<file path="src/rtl/pixel_write_sink_if.sv">
// Pixel-stream and framebuffer-write signals of pixel_write_sink.
// The master side is the drawing datapath plus the framebuffer; the slave side is the sink.
interface pixel_write_sink_if;
    logic [8:0]  X_in;
    logic [7:0]  Y_in;
    logic [2:0]  colour_in;
    logic        write_en;
    logic        sink_ready;
    logic [16:0] mem_addr;
    logic [2:0]  mem_data;
    logic        mem_wren;
    logic        mem_ack;

    modport master (
        output X_in, Y_in, colour_in, write_en, mem_ack,
        input  sink_ready, mem_addr, mem_data, mem_wren
    );

    modport slave (
        input  X_in, Y_in, colour_in, write_en, mem_ack,
        output sink_ready, mem_addr, mem_data, mem_wren
    );
endinterface

</file>
<file path="src/rtl/pixel_write_sink.sv">
// Clips incoming pixels, converts them to framebuffer addresses and queues them for the memory port.
// Define PIXEL_SINK_TRANSPARENT_EN to drop in-range pixels of colour 3'b101.
module pixel_write_sink #(
    parameter int SCREEN_W   = 320,
    parameter int SCREEN_H   = 240,
    parameter int FIFO_DEPTH = 4
) (
    input  logic                  clock,
    input  logic                  reset,
    pixel_write_sink_if.slave     bus,
    output logic [15:0]           clipped_count,
    output logic                  overflow
);

    localparam int PTR_W = $clog2(FIFO_DEPTH);
    localparam logic [PTR_W:0] FULL_L  = (PTR_W + 1)'(FIFO_DEPTH);
    localparam logic [9:0]     W_L     = 10'(SCREEN_W);
    localparam logic [8:0]     H_L     = 9'(SCREEN_H);

    typedef struct packed {
        logic [16:0] addr;
        logic [2:0]  colour;
    } entry_t;

    entry_t             fifo_r [FIFO_DEPTH];
    logic [PTR_W-1:0]   wr_ptr_r;
    logic [PTR_W-1:0]   rd_ptr_r;
    logic [PTR_W:0]     count_r;
    logic [16:0]        mem_addr_r;
    logic [2:0]         mem_data_r;
    logic               mem_wren_r;
    logic [15:0]        clipped_r;
    logic               overflow_r;

    logic [16:0]        addr_s;
    logic               in_range_s;
    logic               transparent_s;
    logic               accept_s;
    logic               full_s;
    logic               pop_s;
    logic               push_s;
    logic               drop_s;
    logic               clip_s;
    logic [PTR_W:0]     remaining_s;
    logic [PTR_W:0]     count_next_s;
    logic [PTR_W-1:0]   rd_ptr_next_s;
    entry_t             head_next_s;

    // Pixel classification, FIFO control and next head-of-queue selection.
    always_comb begin
        addr_s        = 17'(bus.Y_in) * 17'(SCREEN_W) + 17'(bus.X_in);
        in_range_s    = ({1'b0, bus.X_in} < W_L) && ({1'b0, bus.Y_in} < H_L);
`ifdef PIXEL_SINK_TRANSPARENT_EN
        transparent_s = (bus.colour_in == 3'b101);
`else
        transparent_s = 1'b0;
`endif
        full_s        = (count_r == FULL_L);
        pop_s         = mem_wren_r && bus.mem_ack;
        accept_s      = bus.write_en && in_range_s && !transparent_s;
        push_s        = accept_s && (!full_s || pop_s);
        drop_s        = accept_s && full_s && !pop_s;
        clip_s        = bus.write_en && !in_range_s;
        remaining_s   = count_r - {{PTR_W{1'b0}}, pop_s};
        count_next_s  = remaining_s + {{PTR_W{1'b0}}, push_s};
        if (pop_s) begin
            rd_ptr_next_s = rd_ptr_r + PTR_W'(1);
        end else begin
            rd_ptr_next_s = rd_ptr_r;
        end
        // A pixel entering an otherwise-empty queue bypasses storage so it shows next cycle.
        if (count_next_s == {(PTR_W + 1){1'b0}}) begin
            head_next_s = {17'd0, 3'd0};
        end else if (remaining_s == {(PTR_W + 1){1'b0}}) begin
            head_next_s = {addr_s, bus.colour_in};
        end else begin
            head_next_s = fifo_r[rd_ptr_next_s];
        end
    end

    // Pixel storage; contents need no reset because occupancy gates every read.
    always_ff @(posedge clock) begin
        if (push_s && !reset) begin
            fifo_r[wr_ptr_r] <= {addr_s, bus.colour_in};
        end
    end

    // Pointers, occupancy, registered memory port and status counters.
    always_ff @(posedge clock or posedge reset) begin
        if (reset) begin
            wr_ptr_r   <= {PTR_W{1'b0}};
            rd_ptr_r   <= {PTR_W{1'b0}};
            count_r    <= {(PTR_W + 1){1'b0}};
            mem_addr_r <= 17'd0;
            mem_data_r <= 3'd0;
            mem_wren_r <= 1'b0;
            clipped_r  <= 16'd0;
            overflow_r <= 1'b0;
        end else begin
            if (push_s) begin
                wr_ptr_r <= wr_ptr_r + PTR_W'(1);
            end
            rd_ptr_r   <= rd_ptr_next_s;
            count_r    <= count_next_s;
            mem_addr_r <= head_next_s.addr;
            mem_data_r <= head_next_s.colour;
            mem_wren_r <= (count_next_s != {(PTR_W + 1){1'b0}});
            if (clip_s && (clipped_r != 16'hFFFF)) begin
                clipped_r <= clipped_r + 16'd1;
            end
            if (drop_s) begin
                overflow_r <= 1'b1;
            end
        end
    end

    assign bus.sink_ready = (count_r != FULL_L);
    assign bus.mem_addr   = mem_addr_r;
    assign bus.mem_data   = mem_data_r;
    assign bus.mem_wren   = mem_wren_r;
    assign clipped_count  = clipped_r;
    assign overflow       = overflow_r;

endmodule

</file>
<file path="src/flat_wrapper.sv">
// flat-port wrapper written by rule: the top's interface ports become plain ports
module pixel_write_sink_flat 
#(
    parameter int SCREEN_W   = 320,
    parameter int SCREEN_H   = 240,
    parameter int FIFO_DEPTH = 4
)
  (clock, reset, clipped_count, overflow, bus_X_in, bus_Y_in, bus_colour_in, bus_write_en, bus_mem_ack, bus_sink_ready, bus_mem_addr, bus_mem_data, bus_mem_wren);
  pixel_write_sink_if bus_i ();
  input  logic clock;
  input  logic reset;
  output logic [15:0] clipped_count;
  output logic overflow;
  input wire logic [$bits(bus_i.X_in)-1:0] bus_X_in;
  input wire logic [$bits(bus_i.Y_in)-1:0] bus_Y_in;
  input wire logic [$bits(bus_i.colour_in)-1:0] bus_colour_in;
  input wire logic [$bits(bus_i.write_en)-1:0] bus_write_en;
  input wire logic [$bits(bus_i.mem_ack)-1:0] bus_mem_ack;
  output wire logic [$bits(bus_i.sink_ready)-1:0] bus_sink_ready;
  output wire logic [$bits(bus_i.mem_addr)-1:0] bus_mem_addr;
  output wire logic [$bits(bus_i.mem_data)-1:0] bus_mem_data;
  output wire logic [$bits(bus_i.mem_wren)-1:0] bus_mem_wren;
  assign bus_i.X_in = bus_X_in;
  assign bus_i.Y_in = bus_Y_in;
  assign bus_i.colour_in = bus_colour_in;
  assign bus_i.write_en = bus_write_en;
  assign bus_i.mem_ack = bus_mem_ack;
  assign bus_sink_ready = bus_i.sink_ready;
  assign bus_mem_addr = bus_i.mem_addr;
  assign bus_mem_data = bus_i.mem_data;
  assign bus_mem_wren = bus_i.mem_wren;
  pixel_write_sink #(.SCREEN_W(SCREEN_W), .SCREEN_H(SCREEN_H), .FIFO_DEPTH(FIFO_DEPTH)) u_core (.clock(clock), .reset(reset), .bus(bus_i), .clipped_count(clipped_count), .overflow(overflow));
endmodule
</file>
<file path="config.mk">
export PLATFORM = sky130hd
export DESIGN_NAME = pixel_write_sink_flat
export DESIGN_NICKNAME = d
export VERILOG_FILES = /design/src/rtl/pixel_write_sink_if.sv /design/src/rtl/pixel_write_sink.sv /design/src/flat_wrapper.sv
export SDC_FILE = /design/constraint.sdc
export NUM_CORES = 1
export LEC_CHECK = 0
export ABC_CLOCK_PERIOD_IN_PS = 2500
export CAP_MARGIN = 5
export CORE_AREA = 3 3 106 108
export DETAILED_ROUTE_END_ITERATION = 10
export DIE_AREA = 0 0 109 111
export PLACE_DENSITY_LB_ADDON = 0.08
export SETUP_SLACK_MARGIN = 0.1
export SLEW_MARGIN = 20
export SYNTH_ARGS = -nofsm -noshare
export SYNTH_HDL_FRONTEND = slang
export SYNTH_SLANG_ARGS = --single-unit
</file>
<file path="constraint.sdc">
create_clock -name clock -period 2.5 [get_ports clock]
set_input_delay 0.5 -clock clock [delete_from_list [all_inputs] [get_ports clock]]
set_output_delay 0.5 -clock clock [all_outputs]
set_load 0.03 [all_outputs]
</file>
# [After elaboration in Yosys (flattened, before gate mapping)]
# Memories as Yosys holds them, arrays and structs flattened.
# Index checks and enable logic that the tools add are counted.
[word_totals] ff_bits=45 ram_bits=80 inputBits=24 output_inout_bits=39 elab_cells=43 mem_count=1
[classes] n_addsub=6 mul=1 order_cmp=2 n_eq_ne=3 mux=5 n_reduce_logical=17
[memory_table] memory="u_core.fifo_r" depth=4 word_bits=20 rd=1 rd_ports_with_merged_regs=0 write_ports=1 line_no="pixel_write_sink.sv:25" source="entry_t fifo_r [FIFO_DEPTH];"
[op_table] op="two-way mux 20 bit" count=2
[op_table] op="adder 17 x 9 -> 17 bit" count=1
[op_table] op="adder 16 x 1 -> 16 bit (second input constant)" count=1
[op_table] op="inequality test 16 bit (second input constant)" count=1
[op_table] op="multiplier 8 x 3 -> 11 bit (second input constant)" count=1
[op_table] op="logical AND 1 bit" count=9
[op_table] op="less-than comparator 9 bit (second input constant)" count=1
[op_table] op="less-than comparator 8 bit (second input constant)" count=1
[op_table] op="logical NOT 3 bit" count=2
[op_table] op="adder 2 x 1 -> 2 bit (second input constant)" count=2
[op_table] op="logical NOT 1 bit" count=4
[op_table] op="adder 3 x 1 -> 3 bit" count=1
[op_table] op="equality test 3 bit (second input constant)" count=1
[op_table] op="inequality test 3 bit (second input constant)" count=1
[op_table] op="nonzero test 3 bit" count=1
[op_table] op="subtractor 3 x 1 -> 3 bit" count=1
[op_table] op="two-way mux 1 bit" count=2
[op_table] op="two-way mux 2 bit" count=1
[op_table] op="logical OR 1 bit" count=1

# [Logic depth before layout (Yosys ltp)]
# Gate-level depths: netlist of the first run.
[depth] word_depth=7 mapped_depth=11 mapped_depth_nobuf=11

# [Worst setup path before layout of the first run]
# OpenSTA, ideal clock, no wires.
[synth_path] path_kind="in2reg" startpoint="input port bus_Y_in[1]" endpoint="memory u_core.fifo_r[0][18] (netlist bit), data pin" setup_ns=0.279 arrival_time_ns=2.500 required_time_ns=2.221 setup_slack_ns=-0.280 stages=8 n_path_buf=0 path_cell_list="ha_1 > ha_1 > fa_1 > nand2_1 > nor4_2 > nor4b_4 > nand2_1 > xnor2_1"
[synth_via] elab_chain_len=2
[synth_lines] element="start, declared" line_no="flat_wrapper.sv:15" source="input wire logic [$bits(bus_i.Y_in)-1:0] bus_Y_in;"
[synth_lines] element="multiplier 8 x 3 -> 11 bit" line_no="pixel_write_sink.sv:51" source="addr_s = 17'(bus.Y_in) * 17'(SCREEN_W) + 17'(bus.X_in);"
[synth_lines] element="adder 17 x 9 -> 17 bit" line_no="pixel_write_sink.sv:51"
[synth_lines] element="named net u_core.addr_s[15]" line_no="pixel_write_sink.sv:35" source="logic [16:0] addr_s;"
[synth_lines] element="end, declared" line_no="pixel_write_sink.sv:25"
# The timed path passes the listed nets, and every way through them passes these cells.

==> results of run 1 <==
==> logic make-up after synthesis <==
family / Yosys count / synth area share
buffers and inverters: 24 / 0.0228
xor gates and xnor gates: 26 / 0.0421
and+or+nand+nor: 109 / 0.109
adders and majority gates: 26 / 0.0590
muxes: 32 / 0.0880
DFF: 125 / 0.611
AOI/OAI and AO/OA: 51 / 0.0681
==> synth_stat cells, drive strengths merged (3+ instances only) <==
master,n
buf,6
a311oi,3
nand3,12
a21o,3
o21ai,5
mux2i,8
and2,6
inv,13
clkbuf,5
nand2,44
xor2,5
a211oi,4
mux2,10
xnor2,21
edfxtp,80
nor2,12
and3,4
nor3b,3
mux4,14
nand4,5
nor3,4
ha,24
a21oi,17
dfrtp,45
==> power breakdown <==
part / internal [mW] / switching (mW) / total [mW]
sequential: 2.65 / 0.201 / 2.85
clock: 1.43 / 0.823 / 2.25
combinational: 1.83 / 2.07 / 3.89
total: 5.91 / 3.09 / 9.00
==> worst min path at each step <==
stage	cells past startpoint	to	slack (ns)	from
final	2	u_core.overflow	0.38	reset
after global routing	2	u_core.overflow	0.43	reset
after CTS	2	u_core.clipped_count[15]	0.37	reset
after detailed placement	1	u_core.overflow	0.46	u_core.overflow
after global placement	1	u_core.overflow	0.46	u_core.overflow
after floorplan	1	u_core.wr_ptr_r[1]	0.53	u_core.wr_ptr_r[1]
==> what timing repair did <==
item | 4_1_cts | 5_1_grt
gates resized for setup | 22 | 23
pin swaps | 6 | 13
hold buffers | 0 | 0
setup buffers | 2 | 0
endpoints found under the setup margin | 41 | 35
==> worst reg2reg max path: stages, from the launching register on <==
cell and delay [ns]:
dfrtp_1 0.41, and2_4 0.19, ha_1 0.19, ha_1 0.22, xnor2_2 0.28, and3_1 0.27
a2111oi_0 0.08, a311oi_1 0.35, and3b_1 0.21
==> per-layer routing <==
layer  vias up  part of all wire
met5         -                 0
met4         0             0.014
met3        18             0.043
met2        88              0.51
met1      1871              0.43
li1       1751                 -
==> per-stage QoR <==
stage | cell area [um2] | setup TNS (ns) | hold slack [ns] | utilization | cells
after floorplan | 5870 | -0.354 | 0.534 | - | 393
after global placement | 7140 | -35.42 | 0.461 | 0.691 | 646
after detailed placement | 7140 | -39.12 | 0.461 | 0.691 | 646
after CTS | 7780 | 0 | 0.373 | 0.753 | 679
after global routing | 7820 | 0 | 0.426 | 0.757 | 679
final | 7820 | 0 | 0.375 | 0.757 | 679
==> flip-flops by register name (all words and copies together) (netlist names) <==
signal,cells
u_core.rd_ptr_r,2
u_core.bus.mem_addr,17
u_core.fifo_r,80
u_core.overflow,1
u_core.bus.mem_data,3
u_core.clipped_count,16
u_core.count_r,3
u_core.wr_ptr_r,2
u_core.bus.mem_wren,1
==> layout make-up <==
class                           count  share of cell area
Multi-Input combinational cell    244               0.300
Inverter                           13             0.00624
Tap cell                          136              0.0218
Timing Repair Buffer              130               0.151
Sequential cell                   125               0.451
Clock buffer                       23              0.0571
Clock inverter                      8              0.0123
==> run metrics, run 1 <==
Initial Utilization 0.559; Final setup viols 0; Post-synth EDFFs 80; multi-input logic area 2340 um2; drt first pass iters 4; Slew HR 0.630; cell count along the critical path 10; Post-DRT Antenna Nets 0; Reg clk slew, reported paths 0.06 ns; Final WS setup 0.164 ns; 1st-iter DRT viols 173; clock skew 0.0135 ns; CTS root buf clkbuf_8; most used cell along the critical path ha_4; top cells by area, synth edfxtp_1 (42%), dfrtp_1 (20%), mux4_2 (5.5%), ha_1 (5.2%), xnor2_1 (3.0%); Remaining DRCs 0; clk buf depth 2; Pwr Density 1150 nW/um2; IO buf count 62; top_reg_cell synth edfxtp_1; total chip power 9.00 mW; P_leak 3.07 nW; Min-Delay Path Class primary input to asynchronous set/reset pin; startpoint types primary input; Synth top area share 0.416; worst r2r src u_core.bus.mem_wren; Vias 3728; Die Wd 109 um; CTS tree built; status complete, no violations; DPL Wire Length 8.29 mm; CP max FO 5; gpl congestion 0.824; Fin. Hold Viols 0; Worst Path Class, Setup primary input to register; Slowest cell on crit path fa_2; Period minus WS final 2.34 ns; flop-to-flop setup slack 0.24 ns; Rows 37; most frequent cells in the layout edfxtp_1 (80), buf_4 (61), clkdlybuf4s50_1 (55); Mapped Avg Cell Area 14.7 um2; share of post-route cells with drive strength above 1 0.315; vias in the first global route 3812; commonest non-fill, non-tap cell in the layout edfxtp_1; Ant. Diodes 0; Unique masters post-synth 68; pin count of the biggest net entering global routing 25; Syn Inst Count 393; yosys warns 0; worst r2r path cells 8; crit path launch bus_Y_in[3]; RSZ-0062 raised after global routing true; max cap viols 0; die area 12100 um2; Crit. End Element register; reg2reg end u_core.bus.mem_addr[15]; met2 usage 0.355; sequential area share after synthesis 0.611; routed wire length 12.5 mm; area leader, netlist edfxtp_1; worst-path cell chain buf_6 > ha_4 > ha_4 > fa_2 > a211oi_4 > o22ai_2 > buf_4 > nor4_4 > xor2_2 > o2bb2ai_1; CP peak stage delay 0.41 ns; GRT Util Overall 0.219; initial antenna violation count 0; Syn Nets 443; CP delay by family, top adder cells; core area 10300 um2; H-tree depth 4; post-synthesis register bit count 125; GR peak layer met2; Max Fclk 0.428 GHz; Final Max Tran Viols 0; Die Ht 111 um; worst path required time 2.94 ns; M1 GR Usage 0.286; Ports 63; first-pass GRT wire length 20.0 mm; pre-CTS setup slack -0.735 ns; Worst VDD drop 0.674 mV; Least-Margin Pin Slew 0.552 ns; total grt overflow 0; clock sink count 125; wire per inst 18.4 um; crit path buf inv count 2; met3 Use GR 0.0478; Area Growth Syn to Fin 35.5%; Layout fillers 627; worst skew pair latency 0.51 ns; vias per cell 5.49; final cycle utilization of the critical path 0.934; Worst setup endpoint u_core.bus.mem_addr[14]; number of nets in the layout 581; TritonCTS Buffers 17; ys async rst share 0.360; post-synthesis cell area 5770 um2; critical path arrival 2.77 ns; Reg area 3530 um2
(Power assumes the default switching activity.)
==> run 2, diff against run 1 <==
- CORE_AREA: 3 3 106 108 -> 3 3 76 150
- DIE_AREA: 0 0 109 111 -> 0 0 79 153
==> run metrics, run 2 (synthesized netlist as in run 1, its figures left out) <==
Non-Filler Instances 680 (+0.15%); Worst Path Class, Setup primary input to register; WHS 0.433 ns (+0.0578 ns); CP max FO 14 (+9); pin count of the biggest net entering global routing 31 (+24%); Remaining DRCs 0 (unchanged); TritonCTS Buffers 17 (unchanged); most frequent cells in the layout edfxtp_1 (80), buf_4 (57), clkdlybuf4s50_1 (52); clock sink count 125 (unchanged); Area Growth Syn to Fin 38.7%; Slew HR 0.626 (-0.00432); number of nets in the layout 580 (-0.17%); Crit. End Element register; DPL Wire Length 8.92 mm (+7.6%); Post-CTS Hold Fix Bufs 0 (unchanged); gpl congestion 0.769 (-6.6%); Final setup viols 0 (unchanged); max reg flops 80 (unchanged); Ports 63 (unchanged); Die Wd 79 um (-28%); design area 8010 um2 (+2.4%); Finished Core Util 0.764 (+0.00691); Fin. Hold Viols 0 (unchanged); placed cells 643 (-0.46%); Initial Utilization 0.551 (-0.00821); clock skew 0.00453 ns (-0.00900 ns); CTS root buf clkbuf_16; pre-CTS setup slack -0.759 ns (-0.0241 ns); Rows 53 (+43%); H-tree depth 4 (unchanged); Min-Delay Path Class primary input to asynchronous set/reset pin; setup TNS 0 ns (unchanged); worst skew pair latency 0.40 ns (-0.11 ns); vias per cell 5.57 (+1.5%); Vias 3789 (+1.6%); drt first pass iters 4 (unchanged); routed wire length 13.0 mm (+4.2%); commonest non-fill, non-tap cell in the layout edfxtp_1; total chip power 9.27 mW (+3.1%); critical path arrival 2.65 ns (-0.12 ns); Die Ht 153 um (+38%); Reg clk slew, reported paths 0.05 ns (about the same); Pwr Density 1160 nW/um2 (+0.62%); Least-Margin Pin Slew 0.558 ns (+0.00575 ns); final cycle utilization of the critical path 0.950 (+0.0160); 1st-iter DRT viols 224 (+29%); crit path launch bus_mem_ack; Placed Area 7150 um2 (+0.12%); Post-DRT Antenna Nets 0 (unchanged); worst r2r src u_core.bus.mem_wren; Max Fclk 0.421 GHz (-1.7%); status complete, no violations; wire per inst 19.1 um (+4.1%); max cap viols 0 (unchanged); first-pass GRT wire length 20.9 mm (+4.6%); CTS tree built; total grt overflow 0 (unchanged); Ant. Diodes 0 (unchanged); Final WS setup 0.124 ns (-0.0401 ns); initial antenna violation count 0 (unchanged); RSZ-0062 raised after global routing true; IO buf count 62 (unchanged); register with the most flip-flops u_core.fifo_r; Layout fillers 688 (+9.7%); die area 12100 um2 (about the same); startpoint types primary input; Final Max Tran Viols 0 (unchanged); clk buf depth 2 (unchanged); share of post-route cells with drive strength above 1 0.341 (+0.0258); Period minus WS final 2.38 ns (+0.0401 ns); GRT Util Overall 0.231 (+0.0119); worst path required time 2.77 ns (-0.17 ns); core area 10500 um2 (+1.5%); vias in the first global route 4177 (+9.6%); Worst VDD drop 0.735 mV (+8.9%); P_leak 3.14 nW (+2.1%)
## run 2: path summary, 6_finish.rpt
check	end	depth (start not counted)	slack (ns)
worst min register to register	u_core.overflow	1	0.47
worst max-delay path	u_core.bus.mem_addr[9]	10	0.12
max in group asynchronous	u_core.bus.mem_addr[7]	3	1.57
worst min-delay path	u_core.overflow	2	0.43
min in group clock	u_core.overflow	1	0.47
worst max register to register	u_core.bus.mem_addr[9]	9	0.23
## run 2: area by class of cell
cell class | instances | area (um2) | area share
repair buffers | 129 | 1230 | 0.153
multi-input cells | 244 | 2420 | 0.303
clock buffers | 21 | 493 | 0.0616
well taps | 137 | 171 | 0.0214
inverters | 13 | 48.8 | 0.00610
clock inverters | 11 | 113 | 0.0141
flip-flops and latches | 125 | 3530 | 0.441
## run 2: timing repair
item,in CTS,in global routing
setup buffers,3,2
resized for setup,34,38
pin swaps,16,15
setup endpoints to repair,45,41
endpoints found under the hold margin,0,0
## run 2: critical path, cell delays in order
cell	delay (ns)
clkdlybuf4s50_1	0.44
and2_4	0.17
ha_1	0.19
ha_1	0.30
inv_1	0.07
ha_4	0.16
xnor2_2	0.15
nor3_4	0.28
buf_4	0.28
a21oi_1	0.09
## run 2: per-layer routing
metal | up-vias | global-route usage | wire length, um
li1 | 1745 | - | -
met1 | 1929 | 0.228 | 4380
met2 | 92 | 0.433 | 7750
met3 | 23 | 0.0483 | 453
met4 | 0 | 0.124 | 442
met5 | - | 0 | 0
## run 2: power by group
| group | leakage [nW] | internal (mW) | switching [mW] | total [mW] |
|---|---|---|---|---|
| logic | 1.56 | 1.91 | 2.07 | 3.98 |
| clock network | 0.296 | 1.60 | 0.827 | 2.43 |
| registers | 1.28 | 2.65 | 0.212 | 2.86 |
